### config.mk
export PLATFORM = sky130hd
export DESIGN_NAME = sync_fifo_param
export DESIGN_NICKNAME = d
export VERILOG_FILES = /design/src/rtl/sync_fifo_param.sv
export SDC_FILE = /design/constraint.sdc
export NUM_CORES = 1
export LEC_CHECK = 0
export ABC_AREA = 1
export BUFFER_PORTS_ARGS = -buffer_cell sky130_fd_sc_hd__buf_2
export CAP_MARGIN = 20
export CORE_ASPECT_RATIO = 1.4
export CORE_MARGIN = 8
export CORE_UTILIZATION = 62
export CTS_BUF_LIST = sky130_fd_sc_hd__clkbuf_8
export DETAILED_ROUTE_END_ITERATION = 10
export HOLD_SLACK_MARGIN = 0.15
export PLACE_DENSITY = 0.91
export SYNTH_ARGS = -nofsm -noshare
export SYNTH_HDL_FRONTEND = slang
export SYNTH_SLANG_ARGS = --single-unit
export TNS_END_PERCENT = 5
### constraint.sdc
create_clock -name clk -period 3 [get_ports clk]
set_input_delay 0.6 -clock clk [delete_from_list [all_inputs] [get_ports clk]]
set_output_delay 0.6 -clock clk [all_outputs]
set_load 0.01 [all_outputs]
### src/rtl/sync_fifo_param.sv
// Single-clock parametrised FIFO with occupancy flags, overflow/underflow pulses and sticky errors.
// Define SYNC_FIFO_FWFT_EN for first-word-fall-through output; default is a registered read.
module sync_fifo_param #(
  parameter int DATA_W   = 8,
  parameter int ADDR_W   = 3,
  parameter int AF_LEVEL = 6,
  parameter int AE_LEVEL = 1
) (
  input  logic              clk,
  input  logic              initb,
  input  logic [DATA_W-1:0] data_in,
  input  logic              write_en,
  input  logic              read_en,
  input  logic              clr_err,
  output logic [DATA_W-1:0] data_out,
  output logic              full,
  output logic              empty,
  output logic              almost_full,
  output logic              almost_empty,
  output logic [ADDR_W:0]   count,
  output logic              overflow,
  output logic              underflow,
  output logic              ovf_sticky,
  output logic              unf_sticky
);

  localparam int              DEPTH   = 2 ** ADDR_W;
  localparam logic [ADDR_W:0] DEPTH_V = DEPTH[ADDR_W:0];
  localparam logic [ADDR_W:0] AF_V    = AF_LEVEL[ADDR_W:0];
  localparam logic [ADDR_W:0] AE_V    = AE_LEVEL[ADDR_W:0];

  logic [DATA_W-1:0] mem [DEPTH];

  logic [ADDR_W:0] wr_ptr_reg, wr_ptr_next;
  logic [ADDR_W:0] rd_ptr_reg, rd_ptr_next;
  logic            overflow_reg, overflow_next;
  logic            underflow_reg, underflow_next;
  logic            ovf_sticky_reg, ovf_sticky_next;
  logic            unf_sticky_reg, unf_sticky_next;
  logic [ADDR_W:0] count_w;
  logic            rd_acc, wr_acc;

  // Flags come from registered pointers only, so no enable-to-flag path exists.
  assign count_w      = wr_ptr_reg - rd_ptr_reg;
  assign count        = count_w;
  assign empty        = (count_w == '0);
  assign full         = (count_w == DEPTH_V);
  assign almost_full  = (count_w >= AF_V);
  assign almost_empty = (count_w <= AE_V);

  // A full FIFO still takes a write when the same cycle pops a word.
  assign rd_acc = read_en & ~empty;
  assign wr_acc = write_en & (~full | rd_acc);

  always_comb begin
    wr_ptr_next     = wr_ptr_reg + {{ADDR_W{1'b0}}, wr_acc};
    rd_ptr_next     = rd_ptr_reg + {{ADDR_W{1'b0}}, rd_acc};
    overflow_next   = write_en & ~wr_acc;
    underflow_next  = read_en & ~rd_acc;
    ovf_sticky_next = (ovf_sticky_reg & ~clr_err) | overflow_next;
    unf_sticky_next = (unf_sticky_reg & ~clr_err) | underflow_next;
  end

  always_ff @(posedge clk or negedge initb) begin
    if (!initb) begin
      wr_ptr_reg     <= '0;
      rd_ptr_reg     <= '0;
      overflow_reg   <= 1'b0;
      underflow_reg  <= 1'b0;
      ovf_sticky_reg <= 1'b0;
      unf_sticky_reg <= 1'b0;
    end else begin
      wr_ptr_reg     <= wr_ptr_next;
      rd_ptr_reg     <= rd_ptr_next;
      overflow_reg   <= overflow_next;
      underflow_reg  <= underflow_next;
      ovf_sticky_reg <= ovf_sticky_next;
      unf_sticky_reg <= unf_sticky_next;
    end
  end

  assign overflow   = overflow_reg;
  assign underflow  = underflow_reg;
  assign ovf_sticky = ovf_sticky_reg;
  assign unf_sticky = unf_sticky_reg;

  // Storage is deliberately left unreset so it maps onto RAM.
  always_ff @(posedge clk) begin
    if (wr_acc) begin
      mem[wr_ptr_reg[ADDR_W-1:0]] <= data_in;
    end
  end

`ifdef SYNC_FIFO_FWFT_EN
  assign data_out = mem[rd_ptr_reg[ADDR_W-1:0]];
`else
  logic [DATA_W-1:0] data_out_reg;

  always_ff @(posedge clk or negedge initb) begin
    if (!initb) begin
      data_out_reg <= '0;
    end else if (rd_acc) begin
      data_out_reg <= mem[rd_ptr_reg[ADDR_W-1:0]];
    end
  end

  assign data_out = data_out_reg;
`endif

endmodule

==> metrics.txt, run 1 <==
max frequency=0.3459 GHz; syn_nets=424; GRT Total Usage=18.92%; multiplexer area fraction after synthesis=0%; largest family of logic cells by synthesized area=simple AND/OR/NAND/NOR gates; clock tree sinks=84; CP required=2.40 ns; Unique masters post-synth=25; final worst slack=0.1092 ns; RSZ-0062 raised after global routing=yes; Initial Utilization=63.59%; clk root buf=clkbuf_8; Avg Cell Area, Syn=9.733 um^2; critical path arrival=2.29 ns; layout cells sized above 1=19.47%; GPL Wtd Cong=0.8377; synthesized flop and latch total=84; # IOs=33; global-route wire length before repair=13.63 mm; Final #Nets=468; Detailed Route WL=8.683 mm; Reg2Reg Setup Slack=0.28 ns; Slowest-stage cell, CP=fa_1; R2R cell count=13; CP Max Fanout=12; CP Launch Type=flop; detailed-route vias per instance=5.525; Starting DRT DRC Count=336; HPWL after detailed placement=5.535 mm; largest stage delay on the critical path=0.49 ns; worst reg2reg endpoint=rd_ptr_reg[2]$_DFF_PN0_; die height=110.1 um; Hold Slack=0.1807 ns; Area Growth Syn to Fin=12.50%; final-report setup violation count=0; status=completed; crit end category=output pin; CTS tree=yes; # fillers=382; final period demand of the worst path=2.891 ns; vias in the first global route=2,842; normalized max-slew margin=63.62%; leakage power=2.217 nW; Adder-Cell Fraction of Synth Area=2.743%; Die W=83.23 um; Largest register FFs=64; row cnt=34; crit path from=wr_ptr_reg[0]$_DFF_PN0_; Worst-Skew Late Latency=0.36 ns; Synth Area in XOR/XNOR=0.8931%; register area share after synthesis=61.75%; crit-path cells=inv_2, ha_1, inv_1, fa_1, inv_2, nand2_2, nor2_8, nand3_4, inv_1, buf_2; power density over the cells=1090 nW/um^2; Place WS=0.1381 ns; crit path kind=reg2out; CTS Buffer Depth=2; wire per inst=16.57 um; Pins Over Slew Limit=0; yosys warns=0; critical path capture point=empty; diode count=0; # H-tree levels=3; DR vias=2,895; Syn Inst Count=403; Hold Buf Count CTS=0; TritonCTS Buffers=9; worst reg2reg startpoint=wr_ptr_reg[0]$_DFF_PN0_; complex-gate fraction of the synthesized area=0.5742%; Peak VDD IR=0.0005077 V; Core Region=6168 um^2; clock-pin slew on the worst setup and hold paths=0.08 ns; grt ovf=0; worst slew pin tran=0.5449 ns; DRC Markers=0; Synth Area in Simple Gates=23.48%; Post-Syn Area=3923 um^2; final hold violations=0; PortBufs=32; most frequent cells in the layout=nand2_1 (134), inv_1 (83), edfxtp_1 (64), nand3_1 (45), buf_2 (32); die area=9164 um^2; antenna violations before repair=0; maxcap violations=0; commonest non-fill, non-tap cell in the layout=nand2_1; worst min path class=in2async; post-route ant nets=0; Tcrit/Tclk final=96.36%; Fin Clk Skew=0.007995 ns; pin count of the biggest net entering global routing=35; DR pass1 iterations=5
## worst min path at each step
stage	startpoint	endpoint	slack, ns	depth (start not counted)
global route	initb	data_out[0]$_DFFE_PN0N_	0.21	1
global placement	data_out[4]$_DFFE_PN0N_	data_out[4]$_DFFE_PN0N_	0.45	2
floorplan	initb	data_out[0]$_DFFE_PN0N_	0.30	0
CTS	initb	data_out[0]$_DFFE_PN0N_	0.18	1
finish	initb	data_out[0]$_DFFE_PN0N_	0.18	1
detailed placement	data_out[6]$_DFFE_PN0N_	data_out[6]$_DFFE_PN0N_	0.47	2
## through the flow
stage | instances | total power, mW | TNS (ns) | area, um^2 | util (%)
2_1_floorplan | 403 | 3.232 | 0 | 3923 | -
3_3_place_gp | 505 | 3.723 | 0 | 4168 | 67.57
3_5_place_dp | 505 | 3.844 | 0 | 4168 | 67.57
4_1_cts | 521 | 4.739 | 0 | 4389 | 71.16
5_1_grt | 524 | 5.120 | -0.05391 | 4413 | 71.54
6_report | 524 | 4.811 | 0 | 4413 | 71.54
## worst max-delay path: cells and delay by family (launching register included)
family / cells / cell delay [ns]
AND/OR/NAND/NOR: 3 / 0.40
adder cells (fa/ha/maj): 2 / 0.63
buffers and inverters: 5 / 0.46
flip-flops: 1 / 0.45
## logic make-up (layout without fill, tap and decap cells)
group,count (synthesis),in the layout
and+or+nand+nor,204,204
buffers and inverters,100,149
DFF,84,84
adders and majority gates,8,8
xor gates and xnor gates,4,4
AOI/OAI and AO/OA,3,3
## area by class of cell
class	instances	area, um^2	area share [%]
multi-input combinational	219	1089	24.67
timing repair buffer	46	265.3	6.011
clock buffer	9	123.9	2.807
tap	72	90.09	2.041
sequential	84	2425	54.95
inverter	87	327.8	7.428
clock inverter	7	92.59	2.098
## metal layers
layer  part of all wire (%)  vias to the layer above  GRT usage [%]
li1                       -                     1334              -
met1                     36                     1370          19.50
met2                     54                      174          35.15
met3                    7.7                       17          4.412
met4                    2.6                        0          9.950
met5                      0                        -              0
## report_power, final
part	internal [mW]	leakage [nW]	switching [mW]
clock network	0.467	0.112	0.403
registers	1.53	0.826	0.141
logic	0.760	1.28	1.51
total	2.76	2.22	2.05
## cells in the mapped netlist (all sizes together)
cell / instances / area (um^2)
nand3: 49 / 272.8
nor2: 11 / 72.57
nand4: 1 / 6.260
nand2: 141 / 559.3
xor2: 4 / 35.03
ha: 7 / 87.58
buf: 13 / 87.58
dfrtp: 20 / 500.5
o21ai: 2 / 13.76
edfxtp: 64 / 1922
nor3: 2 / 10.01
clkinv: 1 / 3.750
inv: 86 / 322.8
fa: 1 / 20.02
a21oi: 1 / 8.760
## timing repair
action,in CTS,in global routing
endpoints found under the hold margin,0,0
setup buffers,0,3
pin swaps,1,0
setup endpoints to repair,5,5
cloned,0,0
resized for setup,3,3
Note: power is estimated with default switching activity, not from simulation.
==> inputs of run 2 (changes only) <==
--- a/config.mk
+++ b/config.mk
@@ -10,11 +10,11 @@
 export CAP_MARGIN = 20
 export CORE_ASPECT_RATIO = 1.4
 export CORE_MARGIN = 8
-export CORE_UTILIZATION = 62
+export CORE_UTILIZATION = 25
 export CTS_BUF_LIST = sky130_fd_sc_hd__clkbuf_8
 export DETAILED_ROUTE_END_ITERATION = 10
 export HOLD_SLACK_MARGIN = 0.15
-export PLACE_DENSITY = 0.91
+export PLACE_DENSITY = 0.49
 export SYNTH_ARGS = -nofsm -noshare
 export SYNTH_HDL_FRONTEND = slang
 export SYNTH_SLANG_ARGS = --single-unit
==> run 2 against run 1 <==
Effect of this change:
- routed wire length fell by 2.1%
- non-clock buffer count increased by 5
- core utilization shrank 42 points
- maximum frequency rose by 2.1%
- clock skew is essentially flat
- first-iteration DRC count down 51%
- critical path type unchanged
- critical endpoint unchanged
- highest routed layer unchanged
==> metrics.txt, run 2 (synthesis gave the netlist of run 1 again) <==
Fin Clk Skew=0.007676 ns; Area Growth Syn to Fin=17.80%; wire per inst=13.01 um; Multi-input gate area=1086 um^2; commonest non-fill, non-tap cell in the layout=nand2_1; worst min path class=in2async; crit path from=wr_ptr_reg[0]$_DFF_PN0_; detailed-route vias per instance=4.104; row cnt=54; normalized max-slew margin=61.06%; post-route ant nets=0; crit end category=output pin; CP most frequent cell=inv_1; GRT Total Usage=8.862%; final hold violations=0; CP Launch Type=flop; Cell Count, Final, Fillers Out=653; worst slew pin tran=0.5833 ns; Pins Over Slew Limit=0; RSZ-0062 raised after global routing=no; crit path kind=reg2out; DR vias=2,680; clk root buf=clkbuf_8; Starting DRT DRC Count=166; status=completed; # fillers=1,577; Worst-Skew Late Latency=0.35 ns; vias in the first global route=2,605; Reg2Reg Setup Slack=0.31 ns; Initial Utilization=25.35%; CTS Buffer Depth=2; crit-path cells=inv_1, ha_1, inv_1, fa_1, inv_1, nand2_1, nor2_8, nand3_4, inv_1, buf_2; grt ovf=0; DR pass1 iterations=4; leakage power=2.243 nW; power density over the cells=1056 nW/um^2; antenna violations before repair=0; diode count=0; CP Max Fanout=7; PortBufs=32; Core Region=15,470 um^2; Die W=121.9 um; Final #Nets=473; GPL Wtd Cong=0.7624; final period demand of the worst path=2.831 ns; critical path arrival=2.23 ns; maxcap violations=0; TritonCTS Buffers=9; CP required=2.40 ns; DRC Markers=0; # H-tree levels=3; Place WS=0.2581 ns; die area=20,010 um^2; clock tree sinks=84; # IOs=33; final-report setup violation count=0; worst reg2reg startpoint=wr_ptr_reg[0]$_DFF_PN0_; Tcrit/Tclk final=94.37%; Hold Slack=0.1851 ns; worst reg2reg endpoint=rd_ptr_reg[2]$_DFF_PN0_; setup TNS=0 ns; CTS tree=yes; max frequency=0.3532 GHz; Largest register FFs=64; clock-pin slew on the worst setup and hold paths=0.08 ns; Detailed Route WL=8.498 mm; die height=164.2 um; layout cells sized above 1=19.04%; Peak VDD IR=0.0004488 V; Slowest-stage cell, CP=fa_1; largest stage delay on the critical path=0.47 ns; area occupied by registers=2422 um^2; final worst slack=0.1690 ns; most frequent cells in the layout=nand2_1 (135), inv_1 (83), edfxtp_1 (64), nand3_1 (45), buf_2 (32); global-route wire length before repair=13.35 mm; R2R cell count=14; pin count of the biggest net entering global routing=35; HPWL after detailed placement=5.783 mm; number of placed cells counting well taps=631
## run 2: changes by cell type in the layout (fill, tap and decap cells not counted), moves of 2 or more
cell	previous run	this run
clkinv_1	0	3
buf_4	14	19
dfrtp_2	2	0
inv_2	5	3
dfrtp_1	18	20
## run 2: cell type report
type | instances | area share, %
Clock buffer | 9 | 2.681
Clock inverter | 7 | 2.464
Inverter | 87 | 7.067
Multi-Input combinational cell | 219 | 23.50
Sequential cell | 84 | 52.42
Tap cell | 196 | 5.307
Timing Repair Buffer | 51 | 6.553
## run 2: stage by stage
step	power, mW	utilization [%]	cell area [um^2]
6_report	4.881	29.86	4621
3_5_place_dp	3.929	28.04	4338
2_1_floorplan	3.232	-	3923
5_1_grt	5.272	29.86	4621
3_3_place_gp	3.890	28.04	4338
4_1_cts	4.898	29.62	4583
## run 2: what timing repair did
item                       in CTS  in global routing
setup buffers                   1                  5
pin swaps                       0                  1
setup endpoints to repair       1                  1
gates cloned                    0                  0
hold buffers                    0                  0
gates resized for setup         0                  0
## run 2: report_power, final
group          internal, mW  switching, mW  leakage [nW]
clock                 0.550          0.401         0.115
sequential             1.53          0.114         0.828
combinational         0.808           1.48          1.30
## run 2: worst max-delay path by stage
stage                                    endpoint  slack (ns)  cells past startpoint
after global routing                        empty        0.01                     10
after global placement    rd_ptr_reg[2]$_DFF_PN0_        0.34                     13
after floorplan                             empty        0.46                     10
after detailed placement  rd_ptr_reg[2]$_DFF_PN0_        0.26                     13
after CTS                                   empty        0.05                     10
final                                       empty        0.17                     10
## run 2: layer usage
metal  wire length, um  up-vias  GRT usage (%)
met2              4350       70          15.72
met5                 0        -              0
li1                  -     1344              -
met3               463       15          2.167
met4               194        0          4.671
met1              3489     1251          9.447
## run 2: critical path, delay by kind of cell (launching register included)
kind          cells  cell delay [ns]
fa+ha+maj         2             0.63
buf+inv           5             0.45
flops             1             0.38
simple gates      3             0.41
